## src/rtl/rr_arb_mux.sv

```systemverilog
// N-channel arbitrated multiplexer feeding a single registered output stage.
// Grant is round-robin (MODE 0) or fixed lowest-index priority (MODE 1).
module rr_arb_mux #(
  parameter int N    = 4,
  parameter int W    = 32,
  parameter int MODE = 0,
  localparam int SELW = $clog2(N)
) (
  input  logic             clk,
  input  logic             rst_n,
  input  logic [N-1:0]     in_valid,
  input  logic [N*W-1:0]   in_data,
  output logic [N-1:0]     in_ready,
  output logic             out_valid,
  output logic [W-1:0]     out_data,
  output logic [SELW-1:0]  out_sel,
  input  logic             out_ready
);

  localparam int SW1 = SELW + 1;

  logic [SELW-1:0] ptr;
  logic [SELW-1:0] base;
  logic [SELW-1:0] gidx;
  logic [SELW:0]   scan;
  logic [N-1:0]    grant;
  logic            gany;
  logic            load;
  logic [W-1:0]    gdata;

  assign base = (MODE == 0) ? ptr : '0;
  assign load = ~out_valid | out_ready;
  assign in_ready = {N{load}} & grant;

  // Scan channels starting at base, wrapping modulo N so non-power-of-two N works.
  always_comb begin
    grant = '0;
    gidx  = '0;
    gany  = 1'b0;
    scan  = '0;
    for (int k = 0; k < N; k++) begin
      scan = {1'b0, base} + SW1'(k);
      if (scan >= SW1'(N))
        scan = scan - SW1'(N);
      if (!gany && in_valid[scan[SELW-1:0]]) begin
        gany                  = 1'b1;
        grant[scan[SELW-1:0]] = 1'b1;
        gidx                  = scan[SELW-1:0];
      end
    end
  end

  // AND-OR mux keeps X on non-granted channels away from out_data.
  always_comb begin
    gdata = '0;
    for (int i = 0; i < N; i++)
      gdata = gdata | ({W{grant[i]}} & in_data[i*W +: W]);
  end

  always_ff @(posedge clk or negedge rst_n) begin
    if (!rst_n) begin
      out_valid <= 1'b0;
      out_data  <= '0;
      out_sel   <= '0;
      ptr       <= '0;
    end else if (load) begin
      out_valid <= gany;
      if (gany) begin
        out_data <= gdata;
        out_sel  <= gidx;
        if (MODE == 0)
          ptr <= (gidx == SELW'(N - 1)) ? '0 : gidx + SELW'(1);
      end
    end
  end

endmodule
```

## config.mk

```make
export PLATFORM = sky130hd
export DESIGN_NAME = rr_arb_mux
export DESIGN_NICKNAME = d
export VERILOG_FILES = /design/src/rtl/rr_arb_mux.sv
export SDC_FILE = /design/constraint.sdc
export NUM_CORES = 1
export LEC_CHECK = 0
export BUFFER_PORTS_ARGS = -buffer_cell sky130_fd_sc_hd__buf_2
export CAP_MARGIN = 25
export CORE_MARGIN = 2
export CORE_UTILIZATION = 34
export CTS_BUF_LIST = sky130_fd_sc_hd__clkbuf_4 sky130_fd_sc_hd__clkbuf_8
export DETAILED_ROUTE_END_ITERATION = 12
export PLACE_DENSITY_LB_ADDON = 0.08
export SYNTH_ARGS = -nofsm -noshare
export SYNTH_HDL_FRONTEND = slang
export SYNTH_SLANG_ARGS = --single-unit
```

## constraint.sdc

```tcl
create_clock -name clk -period 9.05 [get_ports clk]
set_input_delay 0.905 -clock clk [delete_from_list [all_inputs] [get_ports clk]]
set_output_delay 0.905 -clock clk [all_outputs]
set_load 0.01 [all_outputs]
```

==> flow_metrics.py <==
metrics = {
    "outcome": {
        "status": "finished clean",
    },
    "placed_design": {
        "io_buffers": 173,
        "placed_area_sq_mm": 0.00386,
        "dp_hpwl_um": 7240,
        "dp_cells": 588,
        "gp_congestion": 0.833,
    },
    "sta": {
        "min_period_ps": 5140,
        "worst_pin_slew_ps": 921,
        "timing.final.crit_share_pct": 56.8,
        "clock_skew_ps": 9.39,
        "slew_viol_final": 0,
        "finalSetupViolations": 0,
        "finalHoldViolations": 0,
        "timing.fmax_mhz": 195,
        "fin_tns_setup_ps": 0,
        "rsz0062_at_grt": "false",
        "max-slew-margin-rel_pct": 38.6,
    },
    "clock_tree": {
        "ctsLongestPathBuffers": 2,
        "cts_sinks": 37,
        "cts_root_buf": "clkbuf_8",
        "cts_buffers": 5,
        "cts_resized": 0,
        "cts_tree": "done",
        "cts_hold_buf": 0,
        "post-cts-setup-buffers": 0,
        "htreeDepth": 2,
        "path_clk_slew_ps": 80,
        "clock_latency_ps": 290,
    },
    "worst_setup_path": {
        "critPathKind": "flop to output port",
        "setup.worst_path.end_class": "output port",
        "arrival_ps": 4230,
        "reg2regPathDepth": 8,
        "start_kind": "flop",
        "crit_fanout": 33,
        "worstReg2RegStart": "base[0]$_DFFE_PN0P_",
        "reg2reg_slack_ps": 5010,
        "r2r_end": "out_data[1]$_DFFE_PN0P_",
        "cp.required_ps": 8150,
    },
    "floorplanning": {
        "num_rows": 34,
        "dieWidth_um": 97.8,
        "io_pins": 174,
        "start_util_pct": 34.7,
        "core_sq_mm": 0.00864,
        "die_area_sq_mm": 0.00957,
        "die_y_um": 97.8,
    },
    "logic_synthesis": {
        "synth_edf_count": 0,
        "synth_nets": 472,
        "netlist_instances": 330,
        "async_flop_share_pct": 100,
        "synth_top_area_cell": "dfrtp_1",
        "ys_seq_area_share_pct": 30.9,
        "ys_warn_count": 0,
        "synth-main-ff-cell": "dfrtp_1",
        "syn_area_sq_mm": 0.00299,
        "synthTopCellsByCount": "nand2_1, dfrtp_1, nor2_1",
        "ys_types": 45,
        "synthTopCellsByArea": "dfrtp_1, a221oi_2, nand2_1",
        "ys_ff_latch": 37,
        "synthDominantCellAreaShare_pct": 30.9,
        "syn_avg_cell_area_sq_um": 9.07,
        "yosysMostFrequentCell": "nand2_1",
    },
    "worst_hold_path": {
        "min_path_type": "flop to flop",
        "hold_path_depth": 2,
        "min_to": "out_sel[0]$_DFFE_PN0P_",
        "min_from": "out_sel[0]$_DFFE_PN0P_",
    },
    "route": {
        "routed_wl_um": 9800,
        "drc": 0,
        "wire_per_inst_um": 16.4,
        "drt_iter0_markers": 157,
        "dr.pass1.iters": 4,
        "via_per_inst": 5.19,
        "vias": 3101,
        "ant_nets": 0,
    },
    "power_and_ir_drop": {
        "irDropWorstVdd_v": 0.000184,
        "powerDensity_mw_per_mm2": 337,
        "power_leakage_nw": 1.77,
    },
    "global_routing": {
        "grt_pass1_vias": 3180,
        "grt_max_degree": 38,
        "antenna_found_initial": 0,
        "grt_pass1_wl_um": 16000,
        "gr-total-overflow": 0,
        "track_usage_pct": 20.4,
    },
    "finish": {
        "n_antenna_cell": 0,
        "final_area_sq_mm": 0.00400,
        "regArea_sq_um": 926,
        "fillCellCount": 886,
        "finalNetCount": 630,
        "multi_input_area_sq_mm": 0.00188,
        "drive_above_1_share_pct": 48.3,
        "syn2layout_area_growth_pct": 33.7,
        "utilization_pct": 46.3,
        "final_cell_count_no_fill": 597,
    },
    "flow_run": {
        "maxCapViolations": 0,
    },
}
[stage by stage]
stage               hold WS, ps  total power, W  setup WS, ps
floorplan                   514        0.000987          5320
global placement            466         0.00120          4260
detailed placement          481         0.00121          4180
CTS                         500         0.00137          3840
global route                540         0.00147          3540
finish                      488         0.00135          3910
[cell usage in the layout, fill, tap and decap left out, types with 2 or more instances in the layout]
| cell | instances |
|---|---|
| a221oi_2 | 29 |
| buf_4 | 4 |
| mux4_2 | 3 |
| o22ai_1 | 3 |
| nor3b_1 | 2 |
| a2111oi_4 | 2 |
| o311ai_0 | 3 |
| nand2b_1 | 9 |
| inv_1 | 5 |
| nor2_1 | 35 |
| mux2i_2 | 2 |
| mux2i_1 | 3 |
| buf_2 | 173 |
| nor2b_1 | 7 |
| a221oi_1 | 3 |
| a31oi_1 | 33 |
| dfrtp_1 | 37 |
| o21ai_0 | 6 |
| ha_1 | 7 |
| clkbuf_8 | 6 |
| mux2_2 | 4 |
| a21oi_1 | 5 |
| nand3b_1 | 2 |
| nand2_1 | 81 |
[layer usage]
layer  GRT usage [%]  part of all wire (%)  vias up
met3            3.87                   6.3       13
met2            36.1                    49      119
met1            25.3                    43     1435
met5               0                     0        -
met4            5.98                   1.8        0
li1                -                     -     1534
[power breakdown]
part,switching [W],internal (W)
Clock,0.0000609,0.0000929
Combinational,0.000533,0.000352
Sequential,0.0000625,0.000247
[worst max-delay path: stages (launching register included)]
cell and delay, ps:
dfrtp_1 950, inv_1 260, ha_1 680, mux4_2 600
or3b_1 360, a21oi_1 150, a311o_2 590, inv_1 90
nor2_1 110, buf_2 130
[cell families (layout without fill, tap and decap cells)]
group / after synthesis / after routing / synth area share [%]
compound gates: 96 / 96 / 32.2
xor+xnor: 1 / 1 / 0.293
fa+ha+maj: 7 / 7 / 2.93
buf+inv: 32 / 191 / 6.44
flops: 37 / 37 / 30.9
mux: 13 / 13 / 6.44
simple gates: 144 / 144 / 20.8
[registers in the layout (all words and copies together), names as in the netlist]
name and count:
out_sel 2, base 2, out_data 32, out_valid 1
[worst max path at each step]
stage | cells after the start | slack (ps) | to | start
2_1_floorplan | 9 | 5320 | in_ready[3] | base[1]$_DFFE_PN0P_
3_3_place_gp | 9 | 4260 | in_ready[2] | base[0]$_DFFE_PN0P_
3_5_place_dp | 9 | 4180 | in_ready[2] | base[0]$_DFFE_PN0P_
4_1_cts | 9 | 3840 | in_ready[2] | base[0]$_DFFE_PN0P_
5_1_grt | 9 | 3540 | in_ready[2] | base[0]$_DFFE_PN0P_
6_report | 9 | 3910 | in_ready[2] | base[0]$_DFFE_PN0P_
[area by class of cell]
type | count | area share, %
inverter | 5 | 0.469
multi-input combinational | 261 | 47.1
timing repair buffer | 178 | 22.9
tap | 108 | 3.38
clock buffer | 7 | 2.25
clock inverter | 1 | 0.751
sequential | 37 | 23.1
Power figures use the tool's default switching activity.
